===== config.mk =====
export PLATFORM = sky130hd
export DESIGN_NAME = cpu2
export DESIGN_NICKNAME = d
export VERILOG_FILES = /design/src/rtl/cpu2.sv
export SDC_FILE = /design/constraint.sdc
export NUM_CORES = 1
export LEC_CHECK = 0
export ABC_CLOCK_PERIOD_IN_PS = 3800
export CORE_UTILIZATION = 30
export DETAILED_ROUTE_END_ITERATION = 10
export RECOVER_POWER = 50
export SYNTH_ARGS = -nofsm -noshare
export SYNTH_HDL_FRONTEND = slang
export SYNTH_SLANG_ARGS = --single-unit

===== constraint.sdc =====
create_clock -name clock -period 3.8 [get_ports clock]
set_input_delay 0.76 -clock clock [delete_from_list [all_inputs] [get_ports clock]]
set_output_delay 0.76 -clock clock [all_outputs]
set_load 0.05 [all_outputs]

===== src/rtl/cpu2.sv =====
// cpu2: accumulator machine with a three-state FETCH/DECODE/EXECUTE sequencer,
// a 2^A_W-word internal memory preloaded with a switch-to-display program,
// and two seven-segment decoders driven from the output register.
module cpu2 #(
  parameter int WORD_W = 8,
  parameter int OP_W   = 3
) (
  input  logic              clock,
  input  logic              n_reset,
  input  logic [WORD_W-1:0] switches,
  output logic [6:0]        disp0,
  output logic [6:0]        disp1
);

  localparam int A_W   = WORD_W - OP_W;
  localparam int DEPTH = 1 << A_W;

  // Opcode map
  localparam logic [OP_W-1:0] OP_LOAD  = OP_W'(3'd0);
  localparam logic [OP_W-1:0] OP_STORE = OP_W'(3'd1);
  localparam logic [OP_W-1:0] OP_ADD   = OP_W'(3'd2);
  localparam logic [OP_W-1:0] OP_SUB   = OP_W'(3'd3);
  localparam logic [OP_W-1:0] OP_BNE   = OP_W'(3'd4);
  localparam logic [OP_W-1:0] OP_IN    = OP_W'(3'd5);
  localparam logic [OP_W-1:0] OP_OUT   = OP_W'(3'd6);
  localparam logic [OP_W-1:0] OP_JMP   = OP_W'(3'd7);

  // Accumulator source selection
  localparam logic [1:0] ACC_MDR = 2'd0;
  localparam logic [1:0] ACC_ADD = 2'd1;
  localparam logic [1:0] ACC_SUB = 2'd2;
  localparam logic [1:0] ACC_SW  = 2'd3;

  typedef enum logic [1:0] {
    ST_FETCH   = 2'd0,
    ST_DECODE  = 2'd1,
    ST_EXECUTE = 2'd2
  } state_t;

  // Active-high seven-segment decode, bit order g,f,e,d,c,b,a.
  function automatic logic [6:0] seg_decode(input logic [3:0] nib);
    logic [6:0] seg;
    case (nib)
      4'h0:    seg = 7'h3F;
      4'h1:    seg = 7'h06;
      4'h2:    seg = 7'h5B;
      4'h3:    seg = 7'h4F;
      4'h4:    seg = 7'h66;
      4'h5:    seg = 7'h6D;
      4'h6:    seg = 7'h7D;
      4'h7:    seg = 7'h07;
      4'h8:    seg = 7'h7F;
      4'h9:    seg = 7'h6F;
      4'hA:    seg = 7'h77;
      4'hB:    seg = 7'h7C;
      4'hC:    seg = 7'h39;
      4'hD:    seg = 7'h5E;
      4'hE:    seg = 7'h79;
      4'hF:    seg = 7'h71;
      default: seg = 7'h00;
    endcase
    return seg;
  endfunction

  // Architectural state
  state_t            state;
  state_t            state_next;
  logic [A_W-1:0]    pc;
  logic [WORD_W-1:0] ir;
  logic [A_W-1:0]    mar;
  logic [WORD_W-1:0] mdr;
  logic [WORD_W-1:0] acc;
  logic [WORD_W-1:0] outreg;

  // Memory powers up holding IN / OUT / JMP 0; reset never touches it.
  logic [WORD_W-1:0] mem [0:DEPTH-1] = '{
    0:       {OP_IN,  {A_W{1'b0}}},
    1:       {OP_OUT, {A_W{1'b0}}},
    2:       {OP_JMP, {A_W{1'b0}}},
    default: {WORD_W{1'b0}}
  };

  // Instruction fields
  logic [OP_W-1:0] opcode;
  logic [A_W-1:0]  addr_field;
  assign opcode     = ir[WORD_W-1:A_W];
  assign addr_field = ir[A_W-1:0];

  // Sequencer control outputs
  logic       ir_load;
  logic       pc_inc;
  logic       pc_jump;
  logic       mar_load;
  logic       mdr_load;
  logic       acc_load;
  logic [1:0] acc_sel;
  logic       mem_we;
  logic       out_load;

  // Datapath helpers
  logic [WORD_W-1:0] acc_next;
  logic [A_W-1:0]    pc_next;
  logic              acc_nonzero;
  assign acc_nonzero = (acc != {WORD_W{1'b0}});

  // Sequencer state register; reset always returns to FETCH.
  always_ff @(posedge clock) begin
    if (n_reset) begin
      state <= ST_FETCH;
    end else begin
      state <= state_next;
    end
  end

  // Sequencer next-state: fixed three-cycle rotation, unused code recovers to FETCH.
  always_comb begin
    state_next = ST_FETCH;
    case (state)
      ST_FETCH:   state_next = ST_DECODE;
      ST_DECODE:  state_next = ST_EXECUTE;
      ST_EXECUTE: state_next = ST_FETCH;
      default:    state_next = ST_FETCH;
    endcase
  end

  // Sequencer outputs: per-state register enables, opcode decode in EXECUTE.
  always_comb begin
    ir_load  = 1'b0;
    pc_inc   = 1'b0;
    pc_jump  = 1'b0;
    mar_load = 1'b0;
    mdr_load = 1'b0;
    acc_load = 1'b0;
    acc_sel  = ACC_MDR;
    mem_we   = 1'b0;
    out_load = 1'b0;
    case (state)
      ST_FETCH: begin
        ir_load = 1'b1;
        pc_inc  = 1'b1;
      end
      ST_DECODE: begin
        mar_load = 1'b1;
        mdr_load = 1'b1;
      end
      ST_EXECUTE: begin
        case (opcode)
          OP_LOAD: begin
            acc_load = 1'b1;
            acc_sel  = ACC_MDR;
          end
          OP_STORE: mem_we = 1'b1;
          OP_ADD: begin
            acc_load = 1'b1;
            acc_sel  = ACC_ADD;
          end
          OP_SUB: begin
            acc_load = 1'b1;
            acc_sel  = ACC_SUB;
          end
          OP_BNE: begin
            if (acc_nonzero) begin
              pc_jump = 1'b1;
            end else begin
              pc_jump = 1'b0;
            end
          end
          OP_IN: begin
            acc_load = 1'b1;
            acc_sel  = ACC_SW;
          end
          OP_OUT:  out_load = 1'b1;
          OP_JMP:  pc_jump  = 1'b1;
          default: acc_load = 1'b0;
        endcase
      end
      default: ir_load = 1'b0;
    endcase
  end

  // Accumulator source mux; arithmetic wraps modulo 2^WORD_W.
  always_comb begin
    acc_next = mdr;
    case (acc_sel)
      ACC_MDR: acc_next = mdr;
      ACC_ADD: acc_next = acc + mdr;
      ACC_SUB: acc_next = acc - mdr;
      ACC_SW:  acc_next = switches;
      default: acc_next = mdr;
    endcase
  end

  // Program counter source: increment in FETCH, branch target in EXECUTE, else hold.
  always_comb begin
    if (pc_inc) begin
      pc_next = pc + {{(A_W-1){1'b0}}, 1'b1};
    end else if (pc_jump) begin
      pc_next = mar;
    end else begin
      pc_next = pc;
    end
  end

  // Datapath registers; reset clears them and aborts any instruction in flight.
  always_ff @(posedge clock) begin
    if (n_reset) begin
      pc     <= {A_W{1'b0}};
      ir     <= {WORD_W{1'b0}};
      mar    <= {A_W{1'b0}};
      mdr    <= {WORD_W{1'b0}};
      acc    <= {WORD_W{1'b0}};
      outreg <= {WORD_W{1'b0}};
    end else begin
      pc <= pc_next;
      if (ir_load) begin
        ir <= mem[pc];
      end
      if (mar_load) begin
        mar <= addr_field;
      end
      if (mdr_load) begin
        mdr <= mem[addr_field];
      end
      if (acc_load) begin
        acc <= acc_next;
      end
      if (out_load) begin
        outreg <= acc;
      end
    end
  end

  // Memory write port: only STORE writes, and never on a reset edge.
  always @(posedge clock) begin
    if (mem_we && !n_reset) begin
      mem[mar] <= acc;
    end
  end

  // Displays decode the output register directly.
  always_comb begin
    disp0 = seg_decode(outreg[3:0]);
    disp1 = seg_decode(outreg[7:4]);
  end

endmodule


==> summary.txt <==
Run status
  • Outcome: finished with violations
  • Violated checks: max-capacitance violations, max-slew violations

Drt
  • DRT Pass-1 Iters: 5
  • Routed Antenna Nets: 0
  • Via Count: 9,038
  • WL final: 38,500 µm
  • Vias/cell: 5.27
  • Drt initial violations: 824
  • Met2 Routed Length: 17,700 µm
  • Max layer used: met4
  • DRC viols: 0
  • Avg WL per Cell: 22.5 µm
  • M1 wire length: 17,200 µm
  • Met3 wire len: 2360 µm

Layout
  • Design Area, Final: 17,200 µm²
  • Fin nets: 1,064
  • Share of cells above drive strength 1: 21.9%
  • Ant. Diodes: 0
  • Most common cell after layout, fill and taps aside: edfxtp_1
  • Fillcell total: 4,696
  • Most frequent cells in the layout: 256 x edfxtp_1, 117 x mux4_2, 78 x nor2_1
  • Finished Layout Cells: 1,715
  • Layout area overhead: 13.8%
  • Footprint of the multi-input gates: 5820 µm²
  • Register Area: 8860 µm²

Synthesis
  • Net Count, Synth: 1,017
  • Post-synth EDFFs: 256
  • Seq/Total Area, Yosys: 58.5%
  • Cell area after synthesis: 15,100 µm²
  • FFs w/ async S/R, synth: 0%
  • Yosys Warn Count: 0
  • Synthesized netlist cell count: 980
  • Main synth FF type: edfxtp_1
  • Synth unique cells: 55
  • Yosys reg bits: 314
  • Mapped Avg Cell Area: 15.4 µm²

Power
  • Power per cell area: 461 nW/µm²
  • Peak supply drop: 238 µV
  • Leak: 5.46 nW

Clock network
  • Clock sinks: 314
  • H-tree levels: 2
  • Post_cts resized: 0
  • Cell chosen for the clock root: clkbuf_16
  • Hold-fix buffers, CTS: 0
  • Clk buf depth: 3
  • CTS clk-pin slew, worst paths: 0.06 ns
  • Post-CTS setup buffer count: 0
  • Clock insertion delay at the later pin of the skew report: 0.52 ns
  • Number of CTS-inserted buffers: 34
  • CTS tree: built

STA
  • Post-layout min period: 3.21 ns
  • Fmax: 0.311 GHz
  • Max Transition Viols Final: 142
  • Worst-margin pin slew: 1.87 ns
  • Fin crit share: 84.5%
  • Setup TNS Final: 0 ns
  • Final WS setup: 0.589 ns
  • Final Hold Viols: 0
  • Slew HR: -24.8%
  • Clk_skew: 0.0188 ns
  • RSZ-0062 raised after global routing: false
  • Final-report setup violation count: 0

Floorplanning
  • Die width: 227 µm
  • Initial Util: 30.6%
  • IO Pins: 24
  • Die ar.: 51,300 µm²
  • Die H: 227 µm
  • Core area: 49,400 µm²
  • Row cnt: 81

Placement
  • PortBufs: 23
  • Post-DP HPWL: 26,400 µm
  • Setup WS pre-CTS: 0.727 ns
  • Routability cong.: 0.867
  • DP Area: 16,300 µm²
  • Placed insts: 1,655

Critical path
  • Crit. End Element: flip-flop
  • R2R Setup Slk: 0.59 ns
  • Crit Path Max Fanout: 35
  • WS Path Type: reg -> reg
  • Worst reg-to-reg path cell count: 5
  • Worst path required time: 4.26 ns
  • CP Data Arrival Time: 3.67 ns
  • RR Startpoint: acc[6]$_SDFFE_PP0P_
  • R2r endpoint: disp1[3]$_DFF_P_
  • Critical path launch point type: flip-flop

Global routing
  • Global-route wire length before repair: 57,800 µm
  • Initial antenna violation count: 0
  • Largest net degree at the start of global routing: 46
  • Overflow after GRT: 0
  • Total GRT Usage: 15.2%
  • Vias in the first global route: 8,966

Flow run
  • Max Cap Viol: 4

Hold path
  • Hold Path Depth: 2
  • Hold crit path type: reg -> reg
  • Hold endpoint: acc[2]$_SDFFE_PP0P_
  • HP Start: acc[2]$_SDFFE_PP0P_
## cells by family after synthesis
| family | synth area share, % |
|---|---|
| DFF | 58.5 |
| adders and majority gates | 2.28 |
| AOI/OAI and AO/OA | 7.30 |
| xor gates and xnor gates | 0.811 |
| and+or+nand+nor | 5.63 |
| muxes | 22.6 |
| buffers and inverters | 2.90 |
## state kept, by name, summed over array words and instances, names as in the netlist
| register | count |
|---|---|
| mem | 256 |
| acc | 8 |
| ir | 8 |
| mdr | 8 |
| outreg | 8 |
| disp0 | 7 |
| disp1 | 7 |
| mar | 5 |
| pc | 5 |
| state | 2 |
## report_power, final
part	internal (W)	switching (W)
clock network	0.00166	0.00133
registers	0.00372	0.000140
logic	0.000547	0.000535
total	0.00593	0.00200
## metal layers
layer | vias up | global-route usage, %
met4 | 0 | 5.60
met3 | 66 | 2.20
met2 | 320 | 23.5
li1 | 4018 | -
met5 | - | 0
met1 | 4634 | 21.6
## per-stage QoR
step                      utilization (%)  hold slack (ns)  power [W]
after global routing                 34.9            0.526    0.00820
after detailed placement             33.0            0.481    0.00501
after global placement               33.0            0.478    0.00500
final                                34.9            0.491    0.00793
after CTS                            35.0            0.492    0.00799
after floorplan                         -            0.460    0.00471
## worst max path at each step
| stage | startpoint | slack, ns | endpoint |
|---|---|---|---|
| after floorplan | ir[6]$_SDFFE_PP0P_ | 1.03 | acc[7]$_SDFFE_PP0P_ |
| after global placement | ir[6]$_SDFFE_PP0P_ | 0.79 | acc[7]$_SDFFE_PP0P_ |
| after detailed placement | ir[6]$_SDFFE_PP0P_ | 0.73 | acc[5]$_SDFFE_PP0P_ |
| after CTS | ir[6]$_SDFFE_PP0P_ | 0.71 | acc[7]$_SDFFE_PP0P_ |
| after global routing | acc[2]$_SDFFE_PP0P_ | 0.31 | pc[2]$_SDFFE_PP0P_ |
| final | acc[6]$_SDFFE_PP0P_ | 0.59 | disp1[3]$_DFF_P_ |
## Yosys cell counts (7+ instances only)
cell | instances | share of area, %
a211oi_1 | 7 | 0.35
a21oi_1 | 48 | 1.6
a22o_1 | 12 | 0.70
a22oi_1 | 20 | 0.99
a31oi_1 | 15 | 0.62
buf_1 | 7 | 0.17
buf_2 | 20 | 0.66
clkbuf_1 | 26 | 0.65
dfxtp_1 | 58 | 7.7
edfxtp_1 | 256 | 51
ha_1 | 26 | 2.2
inv_1 | 27 | 0.67
mux2_2 | 12 | 0.89
mux2i_1 | 59 | 3.9
mux4_2 | 117 | 17
nand2_1 | 36 | 0.89
nand2b_1 | 8 | 0.33
nand3_1 | 9 | 0.30
nor2_1 | 77 | 1.9
nor2b_1 | 8 | 0.33
nor3_1 | 14 | 0.46
o211ai_1 | 8 | 0.40
o21ai_0 | 15 | 0.50
xnor2_1 | 12 | 0.70
## worst max-delay path, stage by stage, from the launching register on
cell      delay, ns
dfxtp_1        0.40
clkbuf_1       1.36
mux2i_4        0.15
nor2_1         0.59
mux4_2         0.58
inv_1          0.06
## area by class of cell
| cell class | count | area share (%) |
|---|---|---|
| clock inverters | 16 | 0.574 |
| clock buffers | 44 | 5.16 |
| flip-flops and latches | 314 | 51.5 |
| repair buffers | 76 | 3.58 |
| inverters | 27 | 0.589 |
| well taps | 664 | 4.83 |
| multi-input cells | 574 | 33.8 |
Power figures use the tool's default switching activity.
